<file path="config.mk">
export PLATFORM = sky130hd
export DESIGN_NAME = usr_ctrl
export DESIGN_NICKNAME = d
export VERILOG_FILES = /design/src/rtl/usr_ctrl_pkg.sv /design/src/rtl/usr_bit_counter.sv /design/src/rtl/usr_ctrl.sv
export SDC_FILE = /design/constraint.sdc
export NUM_CORES = 1
export LEC_CHECK = 0
export ABC_AREA = 1
export CORE_AREA = 2 2 61 63
export CTS_BUF_LIST = sky130_fd_sc_hd__clkbuf_16
export DETAILED_ROUTE_END_ITERATION = 12
export DIE_AREA = 0 0 63 65
export PLACE_DENSITY = 0.57
export SLEW_MARGIN = 20
export SYNTH_ARGS = -nofsm -noshare
export SYNTH_HDL_FRONTEND = slang
export SYNTH_SLANG_ARGS = --single-unit
</file>
<file path="constraint.sdc">
create_clock -name clk -period 3.3 [get_ports clk]
set_clock_uncertainty 0.1 [all_clocks]
set_input_delay 0.66 -clock clk [delete_from_list [all_inputs] [get_ports clk]]
set_output_delay 0.66 -clock clk [all_outputs]
set_load 0.01 [all_outputs]
</file>
<file path="src/rtl/usr_ctrl_pkg.sv">
// usr_ctrl_pkg: state encodings, counter sizing and parameter legality for usr_ctrl.
package usr_ctrl_pkg;

    localparam logic [1:0] ST_IDLE   = 2'd0;
    localparam logic [1:0] ST_SHIFT  = 2'd1;
    localparam logic [1:0] ST_PARITY = 2'd2;
    localparam logic [1:0] ST_GAP    = 2'd3;

    // The counter must reach WIDTH-1 (bits) and GAP_CYCLES-1 (gap), so it is
    // sized for the larger of WIDTH and GAP_CYCLES+1.
    function automatic int cnt_width(input int width, input int gap);
        int m;
        m = (width > gap + 1) ? width : gap + 1;
        return (m <= 2) ? 1 : $clog2(m);
    endfunction

    function automatic bit params_ok(input int width, input int gap);
        return (width >= 2) && (width <= 32) && (gap >= 0) && (gap <= 255);
    endfunction

endpackage

</file>
<file path="src/rtl/usr_bit_counter.sv">
// usr_bit_counter: loadable, saturating up-counter with terminal-count flag.
// Shared between the data-bit phase and the inter-word gap phase.
module usr_bit_counter #(
    parameter int CW = 3
) (
    input  logic          clk,
    input  logic          rst,
    input  logic          load,
    input  logic          en,
    input  logic [CW-1:0] term,
    output logic [CW-1:0] cnt_next,
    output logic          tc
);

    logic [CW-1:0] cnt;

    assign tc = (cnt == term);

    // Next count: load to zero wins; otherwise step, holding at the terminal value.
    always_comb begin
        cnt_next = cnt;
        if (load)
            cnt_next = '0;
        else if (en && !tc)
            cnt_next = cnt + CW'(1);
    end

    // Count register.
    always_ff @(posedge clk) begin
        if (rst)
            cnt <= '0;
        else
            cnt <= cnt_next;
    end

endmodule

</file>
<file path="src/rtl/usr_ctrl.sv">
// usr_ctrl: word-to-serial transmit sequencer, MSB first, with optional
// inter-word gap. Optional feature: define USR_CTRL_PARITY_EN to append one
// even-parity bit after each word's LSB.
module usr_ctrl
    import usr_ctrl_pkg::*;
#(
    parameter int WIDTH      = 8,
    parameter int GAP_CYCLES = 0
) (
    input  logic             clk,
    input  logic             rst,
    input  logic             s_valid,
    output logic             s_ready,
    input  logic [WIDTH-1:0] s_data,
    output logic             ser_out,
    output logic             ser_frame,
    output logic             done,
    output logic             busy
);

    if (!params_ok(WIDTH, GAP_CYCLES)) begin : g_bad_params
        $error("usr_ctrl: WIDTH must be 2..32 and GAP_CYCLES 0..255");
    end

    localparam int            CW       = cnt_width(WIDTH, GAP_CYCLES);
    localparam logic [CW-1:0] BIT_TERM = CW'(WIDTH - 1);
    localparam logic [CW-1:0] GAP_TERM = CW'((GAP_CYCLES > 0) ? GAP_CYCLES - 1 : 0);

    logic [1:0]       state, state_n;
    logic [WIDTH-1:0] sr, sr_n, hold;
    logic             hold_full, accept, consume, fin;
    logic             cnt_load, cnt_en, tc;
    logic [CW-1:0]    cnt_n, term;
    logic             out_n, frame_n, done_n;
`ifdef USR_CTRL_PARITY_EN
    logic             par, par_n;
`endif

    assign s_ready = !hold_full;
    assign accept  = s_valid && s_ready;
    assign busy    = (state != ST_IDLE) || hold_full;
    assign term    = (state == ST_GAP) ? GAP_TERM : BIT_TERM;

    usr_bit_counter #(.CW(CW)) u_cnt (
        .clk      (clk),
        .rst      (rst),
        .load     (cnt_load),
        .en       (cnt_en),
        .term     (term),
        .cnt_next (cnt_n),
        .tc       (tc)
    );

    // Sequencer next state; 'fin' applies the common end-of-word exit rule and
    // 'consume' moves the holding word into the shift register.
    always_comb begin
        state_n  = state;
        sr_n     = sr;
        cnt_load = 1'b0;
        cnt_en   = 1'b0;
        consume  = 1'b0;
        fin      = 1'b0;
`ifdef USR_CTRL_PARITY_EN
        par_n    = par;
`endif
        case (state)
            ST_IDLE: begin
                if (hold_full)
                    consume = 1'b1;
            end
            ST_SHIFT: begin
                sr_n = sr << 1;
                if (tc) begin
`ifdef USR_CTRL_PARITY_EN
                    state_n = ST_PARITY;
`else
                    fin = 1'b1;
`endif
                end else begin
                    cnt_en = 1'b1;
                end
            end
`ifdef USR_CTRL_PARITY_EN
            ST_PARITY: fin = 1'b1;
`endif
            ST_GAP: begin
                if (tc) begin
                    if (hold_full)
                        consume = 1'b1;
                    else
                        state_n = ST_IDLE;
                end else begin
                    cnt_en = 1'b1;
                end
            end
            default: state_n = ST_IDLE;
        endcase

        if (fin) begin
            if (GAP_CYCLES > 0) begin
                state_n  = ST_GAP;
                cnt_load = 1'b1;
            end else if (hold_full) begin
                consume = 1'b1;
            end else begin
                state_n = ST_IDLE;
            end
        end

        if (consume) begin
            state_n  = ST_SHIFT;
            sr_n     = hold;
            cnt_load = 1'b1;
`ifdef USR_CTRL_PARITY_EN
            par_n    = ^hold;
`endif
        end
    end

    // Output values for the coming cycle, derived from next state so the pins are registered.
    always_comb begin
        out_n   = 1'b0;
        frame_n = 1'b0;
        done_n  = 1'b0;
        if (state_n == ST_SHIFT) begin
            out_n   = sr_n[WIDTH-1];
            frame_n = 1'b1;
`ifndef USR_CTRL_PARITY_EN
            done_n  = (cnt_n == BIT_TERM);
`endif
        end
`ifdef USR_CTRL_PARITY_EN
        if (state_n == ST_PARITY) begin
            out_n   = par_n;
            frame_n = 1'b1;
            done_n  = 1'b1;
        end
`endif
    end

    // Sequencer state, shift register and registered serial outputs.
    always_ff @(posedge clk) begin
        if (rst) begin
            state     <= ST_IDLE;
            sr        <= '0;
            ser_out   <= 1'b0;
            ser_frame <= 1'b0;
            done      <= 1'b0;
        end else begin
            state     <= state_n;
            sr        <= sr_n;
            ser_out   <= out_n;
            ser_frame <= frame_n;
            done      <= done_n;
        end
    end

`ifdef USR_CTRL_PARITY_EN
    // Parity of the word currently being shifted, captured at load.
    always_ff @(posedge clk) begin
        if (rst)
            par <= 1'b0;
        else
            par <= par_n;
    end
`endif

    // Holding register: a same-edge consume and accept leaves it full with the new word.
    always_ff @(posedge clk) begin
        if (rst) begin
            hold      <= '0;
            hold_full <= 1'b0;
        end else begin
            if (accept)
                hold <= s_data;
            hold_full <= accept || (hold_full && !consume);
        end
    end

endmodule

</file>
; After elaboration in Yosys (flattened, before gate mapping)
; Index checks and enable logic that the tools add are counted.
[totals]
regBits = 25
word_cells = 52
[classes]
add_sub_neg = 1
eq_ne = 5
n_mux = 22
bitwise_logic = 1
reduce_logical = 14
[ops]
columns = operator, count
row1 = $mux 8, 2
row2 = $mux 1, 10
row3 = $mux 2, 5
row4 = $mux 3, 3
row5 = $reduce_or 2->1, 3
row6 = $eq 2x1->1 const B, 2
row7 = $pmux 2 s2, 1
row8 = $reduce_bool 2->1, 2
row9 = $add 3x1->3 const B, 1
row10 = $eq 3x3->1, 1
row11 = $eq 3x3->1 const B, 1
row12 = $logic_and 1x1->1, 3
row13 = $logic_not 1->1, 3
row14 = $eq 2x2->1 const B, 1
row15 = $logic_not 2->1, 1
row16 = $logic_or 1x1->1, 2
row17 = $pmux 1 s2, 1
row18 = $not 1->1, 1

; Logic depth before layout (Yosys ltp)
[depth]
ltp_word = 11
ltp_mapped = 12
depth_no_buf = 12

; Cells and area by module
; From an unflattened synthesis, not the netlist that was laid out.
[unflattened]
hier_cells = 175
area_unflattened_um2 = 1278.7
[modules_own_cells]
columns = module, n_inst, cells_per_inst, area_each_um2
row1 = usr_ctrl, 1, 136, 1034.7
row2 = usr_bit_counter, 1, 39, 244.0

; Worst setup path before layout
; Ideal clock, no wire load.
[synth_path]
path_type = register to register
start = register state[0]
end = register sr[1]
setup_time_ns = 0.137
t_arrival_ns = 1.341
required_ns = 3.063
path_slack_ns = 1.723
stages_incl_launch_ff = 12
path_buffers = 1
path_cell_list = dfxtp_1 > ha_1 > inv_1 > nor2_1 > nand2_2 > nand2_1 > nand2_1 > nand2_2 > nand2_4 > buf_6 > nor2_1 > a211oi_2
[synth_between]
elab_chain_len = 8
[synth_rtl]
columns = item, line
row1 = from (decl), usr_ctrl.sv:29  ; logic [1:0] state, state_n;
row2 = from (signal assigned), usr_ctrl.sv:150  ; state <= state_n;
row3 = $eq 2x2->1, "usr_ctrl.sv:42, usr_ctrl.sv:66"
row4 = $mux 3, usr_ctrl.sv:42  ; assign term = (state == ST_GAP) ? GAP_TERM : BIT_TERM;
row5 = $eq 3x3->1, usr_bit_counter.sv:17  ; assign tc = (cnt == term);
row6 = $mux 1, usr_ctrl.sv:87  ; if (tc) begin
row7 = $pmux 1 s2, usr_ctrl.sv:66  ; case (state)
row8 = $mux 1, usr_ctrl.sv:103  ; end else if (hold_full) begin
row9 = $mux 1, usr_ctrl.sv:99  ; if (fin) begin
row10 = $mux 8 / $reduce_bool 2->1 (equally long branches), -
row11 = to (signal assigned), usr_ctrl.sv:151  ; sr <= sr_n;
row12 = to (decl), usr_ctrl.sv:30  ; logic [WIDTH-1:0] sr, sr_n, hold;
; Several ways; a longest one is shown, not always the timed one.
; A chain may end at the register's enable or synchronous reset.

; Worst setup path after layout
[layout_path]
start = register state[0]
end = output port busy
[layout_between]
elab_chain_len = 2
[layout_rtl]
columns = item, line
row1 = $reduce_bool 2->1, usr_ctrl.sv:41  ; assign busy = (state != ST_IDLE) || hold_full;
row2 = $logic_or 1x1->1, usr_ctrl.sv:41
row3 = to (decl), usr_ctrl.sv:18  ; output logic busy
; Every way passes these cells.

==> metrics.txt <==
status=finished clean; Net Count, Synth=164; unrepaired setup endpoints after global routing=false; Max FO, Critical Path=5; simple-gate share of the synthesized area=22.00%; largest net degree at the start of global routing=19; combinational family with the most area after synthesis=simple AND/OR/NAND/NOR gates; slew margin rel.=56.25%; Int Power=0.0005555 W; Compound-Gate Fraction of Synth Area=14.56%; Reg clk slew, reported paths=0.06 ns; residual DRC count=0; routed via count=961; hold buffers post-CTS=0; critical path capture point type=output port; gr ovfl total=0; Yosys cell types=20; drt first-iter violations=20; register area share after synthesis=42.51%; post-synthesis mux area share=5.101%; antenna cells=0; Worst Path Arrival=1.54 ns; Post-CTS Setup Inserts=0; Worst-Skew Late Latency=0.26 ns; Root Buffer=clkbuf_16; kind of critical path=reg -> out; Routed WL=2178 um; Starting Density=33.68%; DPL Wire Length=1606 um; sw power=0.0001981 W; area of the mapped netlist=0.001177 mm^2; Yosys top cell by area=dfxtp_1; Power Dens Cells=523.3 mW/mm^2; drt via density=4.555; FMAX=0.4350 GHz; Ports=16; Max VDD drop=0.2567 mV; wire length per cell=10.32 um; row count=22; Slew Limit Fails=0; die span in y=65 um; initial antenna violation count=0; CP Launch Type=flop; Resize count post-CTS=0; vias in the first global route=876; Nets=181; Comb pwr share=18.9%; Synth Area in Adders=6.376%; syn_area_per_cell=8.009 um^2; htree depth=1; GPL Wtd Cong=0.7139; Synth Register Bits=25; period utilisation layout=69.67%; first-pass GRT wire length=3622 um; Syn Inst Count=147; drt pass-1 iters=4; Max-Cap Viols=0; layout cell share with drive strength beyond 1=9.202%; most frequent cells in the layout=nor2_1, dfxtp_1, inv_1, nand2_1, clkdlybuf4s50_1; setup TNS=0 ns; Switching Share=26.29%; Lkg Pwr=0.6326 nW; clk sinks=25; clock share of power=34.8%; core area=0.003496 mm^2; die width=63 um; warnings from Yosys=0; Post-Synth XOR/XNOR Area=1.488%; Synth top area share=42.51%; min Tclk post-route=2.299 ns; CTS Buffer Depth=2; most common cell after layout, fill and taps aside=nor2_1; synth top area cells=dfxtp_1, nor2_1, a211oi_2; sequential share of power=46.3%; CTS Buf Count=3; GR Util All Layers=11.24%; CTS tree=built; Hold Vio Cnt, Final=0; CP required=2.54 ns; Final Setup Violations=0; die area=0.004095 mm^2; Post-Route Utilization=41.20%; hold crit path type=reg -> reg; PortBufs=15; remaining antenna violation count=0; Worst Tran Pin Value=0.6542 ns; synth-to-layout area growth=22.32%
-- Yosys cell counts --
cell / number
nand2_4: 1
a21oi_1: 3
mux2i_1: 6
inv_2: 2
xor2_1: 2
a31oi_1: 1
a211oi_2: 6
nor2_1: 36
clkbuf_1: 1
inv_1: 16
o21ai_0: 12
ha_1: 6
buf_6: 2
nand2_1: 17
nand3_1: 3
nor3_1: 3
a211oi_1: 1
nand2_2: 3
o211ai_1: 1
dfxtp_1: 25
-- state kept, by name (all words and copies together), names as in the netlist --
name	cells
hold	8
sr	8
u_cnt.cnt	3
state	2
done	1
hold_full	1
ser_frame	1
ser_out	1
-- final timing paths --
path / startpoint / endpoint / slack, ns / depth (start not counted)
worst max register to register: state[1] / done / 1.38 / 7
worst max-delay path: state[0] / busy / 1.00 / 4
worst min-delay path: hold[0] / sr[0] / 0.38 / 2
worst min register to register: hold[0] / sr[0] / 0.38 / 2
-- critical path, cell delays in order, from the launching register on --
cell and delay [ns]:
dfxtp_1 0.40, inv_1 0.08, ha_1 0.21, nand2_1 0.07
clkdlybuf4s50_1 0.52
-- power by group through the flow --
| stage | combinational, W | sequential, W | clock, W |
|---|---|---|---|
| global route | 0.000158 | 0.000353 | 0.000282 |
| CTS | 0.000144 | 0.000349 | 0.000270 |
| detailed placement | 0.000143 | 0.000356 | 0 |
| finish | 0.000142 | 0.000349 | 0.000262 |
| floorplan | 0.000104 | 0.000353 | 0 |
| global placement | 0.000140 | 0.000355 | 0 |
-- layout make-up --
| cell class | instances | area [um^2] |
|---|---|---|
| Fill cell | 391 | 2056 |
| Tap cell | 48 | 60.06 |
| Multi-Input combinational cell | 101 | 583.1 |
| Sequential cell | 25 | 500.5 |
| Clock buffer | 3 | 75.07 |
| Clock inverter | 1 | 3.754 |
| Inverter | 18 | 67.56 |
| Timing Repair Buffer | 15 | 150.1 |
-- logic make-up (layout without fill, tap and decap cells) --
family                     after synthesis  after routing
xor gates and xnor gates                 2              2
buffers and inverters                   21             37
and+or+nand+nor                         63             63
DFF                                     25             25
adders and majority gates                6              6
muxes                                    6              6
AOI/OAI and AO/OA                       24             24
-- routing by layer --
layer | track usage, % | share of wire (%) | vias up
li1 | - | - | 503
met1 | 11.76 | 46 | 434
met2 | 21.14 | 48 | 19
met3 | 2.257 | 4.3 | 5
met4 | 5.833 | 1.9 | 0
met5 | 0 | 0 | -
-- metrics by stage --
step                      std cells  area [um^2]  total power, W  setup WS [ns]  hold WS [ns]
after floorplan                 147         1177       0.0004572          1.723        0.3404
after global placement          207         1361       0.0004950          1.037        0.3696
after detailed placement        207         1361       0.0004989         0.9815        0.3669
after CTS                       211         1440       0.0007638         0.9811        0.3799
after global routing            211         1440       0.0007931         0.9166        0.4018
final                           211         1440       0.0007536          1.001        0.3797
Power figures use the tool's default switching activity.
